## config.mk

```make
export PLATFORM = sky130hd
export DESIGN_NAME = shift_in8
export DESIGN_NICKNAME = d
export VERILOG_FILES = /design/src/rtl/shift_in8_pkg.sv /design/src/rtl/shift_reg8.sv /design/src/rtl/shift_in8.sv
export SDC_FILE = /design/constraint.sdc
export NUM_CORES = 1
export LEC_CHECK = 0
export CORE_MARGIN = 3
export CORE_UTILIZATION = 35
export DETAILED_ROUTE_END_ITERATION = 12
export SYNTH_ARGS = -nofsm -noshare
export SYNTH_HDL_FRONTEND = slang
export SYNTH_SLANG_ARGS = --single-unit
```

## constraint.sdc

```tcl
create_clock -name clk -period 1.7 [get_ports clk]
set_clock_uncertainty 0.1 [all_clocks]
set_input_delay 0.51 -clock clk [delete_from_list [all_inputs] [get_ports clk]]
set_output_delay 0.51 -clock clk [all_outputs]
set_load 0.01 [all_outputs]
```

## src/rtl/shift_in8_pkg.sv

```systemverilog
`default_nettype none
// ============================================================================
//  Module      : shift_in8_pkg
//  Description : Shared constants for the shift_in8 serial-to-parallel
//                byte collector and its shift register.
//  Revision    : 1.0 - initial release
// ============================================================================
package shift_in8_pkg;

    // Width of one collected byte.
    localparam int BYTE_W = 8;

    // Width of the bit counter (0..BYTE_W-1).
    localparam int CNT_W  = 3;

endpackage : shift_in8_pkg
`default_nettype wire

```

## src/rtl/shift_reg8.sv

```systemverilog
`default_nettype none
// ============================================================================
//  Module      : shift_reg8
//  Description : 8-bit shift register with enable, run-time direction select
//                and synchronous clear.
//  Ports       : clk         - clock, rising edge
//                rst         - synchronous active-high reset
//                i_clr       - synchronous clear (same effect as rst)
//                i_en        - shift enable, one bit accepted per cycle
//                i_msb_first - 1: shift left, new bit enters bit 0
//                              0: shift right, new bit enters bit 7
//                i_bit       - serial bit shifted in when i_en=1
//                o_shifted   - value the register holds after this
//                              cycle's shift, including i_bit
//  Revision    : 1.0 - initial release
// ============================================================================
module shift_reg8
    import shift_in8_pkg::*;
(
    input  logic              clk,
    input  logic              rst,
    input  logic              i_clr,
    input  logic              i_en,
    input  logic              i_msb_first,
    input  logic              i_bit,
    output logic [BYTE_W-1:0] o_shifted
);

    logic [BYTE_W-1:0] r_sr;
    logic [BYTE_W-1:0] w_shifted;

    // The shifted value is exported so the caller can capture a completed
    // byte on the same edge that accepts its last bit.
    always_comb begin
        w_shifted = r_sr;
        if (i_msb_first) begin
            w_shifted = {r_sr[BYTE_W-2:0], i_bit};
        end else begin
            w_shifted = {i_bit, r_sr[BYTE_W-1:1]};
        end
    end

    always_ff @(posedge clk) begin
        if (rst || i_clr) begin
            r_sr <= '0;
        end else if (i_en) begin
            r_sr <= w_shifted;
        end
    end

    assign o_shifted = w_shifted;

endmodule : shift_reg8
`default_nettype wire

```

## src/rtl/shift_in8.sv

```systemverilog
`default_nettype none
// ============================================================================
//  Module      : shift_in8
//  Description : Serial-to-parallel byte collector with a one-byte holding
//                register, valid/ready output handshake, sticky overrun flag
//                and an "any bit set" flag from an 8-way OR gate.
//  Ports       : clk       - clock, rising edge
//                reset     - synchronous active-high reset
//                sin       - serial data bit
//                sin_en    - bit strobe
//                clear     - synchronous abort of partial byte, clears overrun
//                out       - holding register (completed byte)
//                out_valid - holding register has an unconsumed byte
//                out_ready - consumer accepts out when out_valid & out_ready
//                overrun   - sticky: a completed byte was dropped
//                nonzero   - OR of all bits of out (combinational)
//  Revision    : 1.0 - initial release
// ============================================================================
module shift_in8
    import shift_in8_pkg::*;
#(
    parameter bit MSB_FIRST = 1'b1
)
(
    input  logic              clk,
    input  logic              reset,
    input  logic              sin,
    input  logic              sin_en,
    input  logic              clear,
    output logic [BYTE_W-1:0] out,
    output logic              out_valid,
    input  logic              out_ready,
    output logic              overrun,
    output logic              nonzero
);

    localparam logic [CNT_W-1:0] C_LAST_BIT = CNT_W'(BYTE_W - 1);

    logic [CNT_W-1:0]  r_cnt;
    logic [BYTE_W-1:0] r_out;
    logic              r_out_valid;
    logic              r_overrun;

    logic [BYTE_W-1:0] w_byte;
    logic              w_shift;
    logic              w_complete;
    logic              w_handshake;
    wire               w_nonzero;

    // clear outranks sin_en, so a strobe in a clear cycle is discarded.
    assign w_shift     = sin_en & ~clear;
    assign w_complete  = w_shift & (r_cnt == C_LAST_BIT);
    assign w_handshake = r_out_valid & out_ready;

    shift_reg8 u_shift_reg8 (
        .clk         (clk),
        .rst         (reset),
        .i_clr       (clear),
        .i_en        (w_shift),
        .i_msb_first (MSB_FIRST),
        .i_bit       (sin),
        .o_shifted   (w_byte)
    );

    // Bit counter wraps naturally from 7 to 0 on byte completion.
    always_ff @(posedge clk) begin
        if (reset || clear) begin
            r_cnt <= '0;
        end else if (w_shift) begin
            r_cnt <= r_cnt + CNT_W'(1);
        end
    end

    // Holding register and valid flag. The handshake is independent of
    // clear; a completion coinciding with a handshake reloads without a
    // bubble in out_valid.
    always_ff @(posedge clk) begin
        if (reset) begin
            r_out       <= '0;
            r_out_valid <= 1'b0;
        end else if (w_complete && (!r_out_valid || w_handshake)) begin
            r_out       <= w_byte;
            r_out_valid <= 1'b1;
        end else if (w_handshake) begin
            r_out_valid <= 1'b0;
        end
    end

    always_ff @(posedge clk) begin
        if (reset || clear) begin
            r_overrun <= 1'b0;
        end else if (w_complete && r_out_valid && !w_handshake) begin
            r_overrun <= 1'b1;
        end
    end

    // Any-bit-set flag from the downstream 8-way OR gate.
    or u_or8 (w_nonzero, r_out[0], r_out[1], r_out[2], r_out[3],
                         r_out[4], r_out[5], r_out[6], r_out[7]);

    assign out       = r_out;
    assign out_valid = r_out_valid;
    assign overrun   = r_overrun;
    assign nonzero   = w_nonzero;

endmodule : shift_in8
`default_nettype wire

```

Yosys cells after proc, flatten, opt, wreduce, memory -nomap -nowiden. Cells that the tools add are included.

Bits in registers: 20. Latch bits: 0. Memory bits (writable): 0. ROM bits: 0. Logic and storage cells: 22. Memories: 0.

Add/sub/neg operators: 1. Multiply operators: 0. Divide/modulo/power cells: 0. Order comparisons: 0. Equality and inequality tests: 1. Shift-type cells: 0. Muxes and demuxes: 2. Bitwise gates (word level): 4. Reduce and logical (&&, ||, !) cells: 9.

Operators by type and width (count): 8-bit OR reduction (1); 3-bit by 1-bit adder with 3-bit output, second input constant (1); 1-bit AND (3); 3-bit equality test, second input constant (1); 1-bit logical AND (3); 1-bit logical NOT (2); 1-bit logical OR (2); 1-bit two-way mux (2); 2-bit nonzero test (1); 1-bit inverter (1).

Logic depth before layout (Yosys ltp).
Word-level depth: 5. Depth in mapped cells: 5. Depth with buffers taken out: 5.

Cells and area by module. A second synthesis with hierarchy kept.

Cell total of the unflattened synthesis: 106. Area total of the unflattened synthesis: 1032.2 µm².

By module, submodules not included: shift_in8 (times used 1, cells an instance 61, area each 630.6 µm²); shift_reg8 (times used 1, cells an instance 45, area each 401.6 µm²).

Least setup slack after synthesis. No wires, ideal clock.

Kind: reg2reg. From: reg r_cnt[0]. To: reg r_out[0] (netlist: out[0]). Arrival: 1.253 ns. Required time: 1.528 ns. Slack: 0.276 ns. Cell stages (with the launch flop): 6. Period minus slack after synthesis: 1.424 ns. Cells stage by stage: dfxtp_1 -> ha_1 -> ha_1 -> nand2_2 -> nor3_4 -> mux2i_1.

Longest elaborated chain between the ends: 3.

RTL lines: from (decl) (RTL line shift_in8.sv:39) `logic [CNT_W-1:0] r_cnt;`; from (signal assigned) (RTL line shift_in8.sv:70) `r_cnt <= r_cnt + CNT_W'(1);`; 3-bit equality test (RTL line shift_in8.sv:52) `assign w_complete = w_shift & (r_cnt == C_LAST_BIT);`; 1-bit AND (RTL line shift_in8.sv:52); 1-bit logical AND (RTL line shift_in8.sv:81) `end else if (w_complete && (!r_out_valid || w_handshake)) begin`; to (signal assigned) (RTL line shift_in8.sv:82) `r_out <= w_byte;`; to (decl) (RTL line shift_in8.sv:40) `logic [BYTE_W-1:0] r_out;`.

Every way passes these cells. A chain may end at the register's enable or synchronous reset.

Worst setup path after layout.
From: reg r_out[2] (netlist: out[2]). To: out nonzero.

Longest elaborated chain between the ends: 1.

RTL lines: 8-bit OR reduction (RTL line shift_in8.sv:98) `or u_or8 (w_nonzero, r_out[0], r_out[1], r_out[2], r_out[3],`; to (decl) (RTL line shift_in8.sv:34) `output logic nonzero`.

Every way passes these cells.

==> metrics list <==
* Clock tree from TritonCTS: built
* Worst endpoint required time: 1.09 ns
- The congestion estimate from routability-driven global placement came to 0.6528.
* Wire length of the first global-routing pass: 2518 um
* Routed via count divided by cell count: 4.587
* Total gr overflow: 0
* Maxcap violations: 0
- Setup Crit Path Kind: reg2out
- In this run the cell area of the synthesized design comes to 837.1 um^2.
- For this block, the initial DRC count from the detailed router was 1.
- Class of the tightest hold or removal check: reg2reg
* Kind of end point of the critical path: output pin
- In this run, synthesis inferred 0 flip-flops with an integrated enable.
- Routed via count: 633
- The via count of the first global-routing pass came to 566.
- Subtracting the final worst setup slack from the clock period gives 1.731 ns.
- Across the VDD grid, the largest voltage drop is 0.4531 mV.
- Ratio of final minimum period to clock period: 101.8%
- After clock tree synthesis, the setup repair step added 0 buffers.
- Overall die height: 54.91 um
- Final Power: 0.0009053 W
- For this design the top-level I/O count stands at 17.
- Number of sinks handled by clock tree synthesis: 20
- Once the floorplan was initialized, standard cells occupied 37.48% of the core.
- After detailed routing, the total wire length is 1530 um.
- Buffers inserted to repair hold after CTS numbered 0.
* DRT Pass-1 Iters: 2
- Yosys top cell area share: 47.83%
- The most used flip-flop cell after synthesis is sky130_fd_sc_hd__dfxtp_1.
- Core occupancy in the finished layout: 54.12%
- Antenna violations before repair: 0
- Setup violations remaining at the end of the flow were counted as 1.
- Cells with a size suffix above 1 make up 25.45% of the layout.
- Along the worst path, the maximum fanout reaches 2.
- The worst setup path is launched from a flip-flop.
* Cell with the most instances after synthesis: sky130_fd_sc_hd__dfxtp_1
* CTS clk-pin slew, worst paths: 0.12 ns
- 0 antenna diodes ended up in the layout.
* Number of nets in the layout: 119
- Pin count of the biggest net entering global routing: 18
* Hpwl dp: 1173 um
- Area delta synth->final: 44.39%
- Unrepaired setup endpoints after global routing: true
* DR DRC count: 0
* Die ar.: 3015 um^2
- Data arrives at the worst endpoint at 1.12 ns.
- Port buffering added 16 buffers.
* Most frequent cells after synthesis: sky130_fd_sc_hd__dfxtp_1 (20), sky130_fd_sc_hd__mux2i_1 (17), sky130_fd_sc_hd__nand2b_1 (16)
- The final number of max-transition violations was 0.
* Maximum level of the CTS H-tree: 1
* Die X: 54.91 um
- At the later pin of the worst-skew pair, clock insertion delay measures 0.30 ns.
- The region available for standard cell placement spans 2233 um^2.
* CTS Buffer Depth: 2
- Fraction of registers with async set or reset after synthesis: 0%
* Worst slew slack as a fraction of its limit: 86.07%
* Failing checks: setup timing
- After synthesis, flip-flops and latches occupy 47.83% of the total area.
- Static timing analysis puts the maximum clock frequency at 0.5778 GHz.
- Mapped Avg Cell Area: 10.46 um^2
- Status: complete, but fails checks
* Routed length per instance: 11.09 um
* Cell count after synthesis: 80
- The detail route stage leaves a number of antenna-violating nets equal to 0.
* Count of distinct cell types in the synthesized netlist: 16
- The biggest area contributor in the post-synthesis netlist is sky130_fd_sc_hd__dfxtp_1.
- Across all setup checks in the final design, the least slack found is -0.03085 ns.
* Root buffer selected by CTS: sky130_fd_sc_hd__clkbuf_4
- FF+latch count, synth: 20
- Global routing used 12.01% of the available tracks.
- Leak: 0.5162 nW
- Syn nets: 88
- At the pin with the least slew margin, the transition time is 0.2072 ns.
- Dividing total power by cell area gives a power density of 749.0 nW/um^2.
- The floorplan has 17 rows.
- Hold Fails Final Rpt: 0
- The number of clock buffers added by TritonCTS is 3.
- Main area contributors after synthesis: sky130_fd_sc_hd__dfxtp_1 (48%), sky130_fd_sc_hd__mux2i_1 (20%), sky130_fd_sc_hd__nand2b_1 (12%)
- Yosys printed 0 warnings.
stage by stage:
stage	TNS, ns	instance area (um^2)	std cells	setup WS (ns)	hold WS [ns]
after floorplan	0	837.1	80	0.2756	0.3506
after global placement	-0.4241	1142	134	-0.05732	0.3513
after detailed placement	-0.7623	1142	134	-0.09213	0.3545
after CTS	-0.05743	1189	138	-0.05743	0.3739
after global routing	-0.1027	1209	138	-0.1027	0.4092
final	-0.03085	1209	138	-0.03085	0.3687
placed cells by master (no fill, tap or decap):
cell / instances
sky130_fd_sc_hd__a31oi_1: 1
sky130_fd_sc_hd__nand2_2: 1
sky130_fd_sc_hd__dlygate4sd2_1: 7
sky130_fd_sc_hd__mux2i_1: 17
sky130_fd_sc_hd__o21ba_1: 1
sky130_fd_sc_hd__nand2_1: 1
sky130_fd_sc_hd__buf_4: 11
sky130_fd_sc_hd__dfxtp_1: 15
sky130_fd_sc_hd__nor4_2: 1
sky130_fd_sc_hd__nor4_4: 1
sky130_fd_sc_hd__or2_1: 1
sky130_fd_sc_hd__clkdlybuf4s15_1: 3
sky130_fd_sc_hd__xnor2_1: 1
sky130_fd_sc_hd__clkbuf_4: 3
sky130_fd_sc_hd__nor2_1: 12
sky130_fd_sc_hd__ha_1: 2
sky130_fd_sc_hd__nor2b_4: 1
sky130_fd_sc_hd__dfxtp_2: 5
sky130_fd_sc_hd__buf_2: 1
sky130_fd_sc_hd__clkdlybuf4s50_1: 5
sky130_fd_sc_hd__nor3_4: 1
sky130_fd_sc_hd__bufinv_16: 1
sky130_fd_sc_hd__nand2b_1: 16
sky130_fd_sc_hd__buf_12: 2
flip-flops by register name (all words and copies together) (netlist names):
register / cells
r_cnt: 3
out_valid: 1
overrun: 1
u_shift_reg8.r_sr: 7
out: 8
final timing paths:
| path | slack (ns) | start | to | cells past startpoint |
|---|---|---|---|---|
| worst max-delay path | -0.03 | out[2]$_SDFFE_PP0P_ | nonzero | 3 |
| worst min-delay path | 0.37 | overrun$_SDFFE_PP0P_ | overrun$_SDFFE_PP0P_ | 2 |
| worst max register to register | 0.25 | r_cnt[0]$_SDFFE_PP0P_ | out[2]$_SDFFE_PP0P_ | 6 |
| worst min register to register | 0.37 | overrun$_SDFFE_PP0P_ | overrun$_SDFFE_PP0P_ | 2 |
kinds of logic after synthesis:
group,count (synthesis),share of synthesized area [%]
AO/OA/AOI/OAI,2,1.944
adder cells (fa/ha/maj),2,2.989
flip-flops,20,47.83
buffers and inverters,3,1.495
XOR/XNOR,1,1.047
multiplexers,17,20.33
AND/OR/NAND/NOR,35,24.37
power by group:
part / internal, W / switching [W]
clock: 0.000238 / 0.000141
combinational: 0.0000317 / 0.0000219
sequential: 0.000471 / 0.00000188
what timing repair did:
item	in CTS	in global routing
endpoints found under the setup margin	11	1
pin swaps	1	1
gates resized for setup	19	6
hold endpoints to repair	0	0
critical path, cell delays in order (launching register included):
cell and delay, ns:
sky130_fd_sc_hd__dfxtp_2 0.35, sky130_fd_sc_hd__nor4_4 0.26, sky130_fd_sc_hd__nand2_1 0.07, sky130_fd_sc_hd__buf_2 0.14
final cells by class:
cell class	count	area, um^2
multi-input cells	57	445.4
well taps	28	35.03
clock buffers	3	22.52
fillers	212	1025
flip-flops and latches	20	406.6
clock inverters	1	30.03
repair buffers	29	269.0
per-layer routing:
metal	global-route usage (%)	routed length (um)	part of all wire, %
met2	19.88	707	46
met1	14.69	768	50
met4	4.858	14	0.92
met5	0	0	0
met3	3.217	40	2.6
No activity file was read; power rests on OpenSTA's default activity.
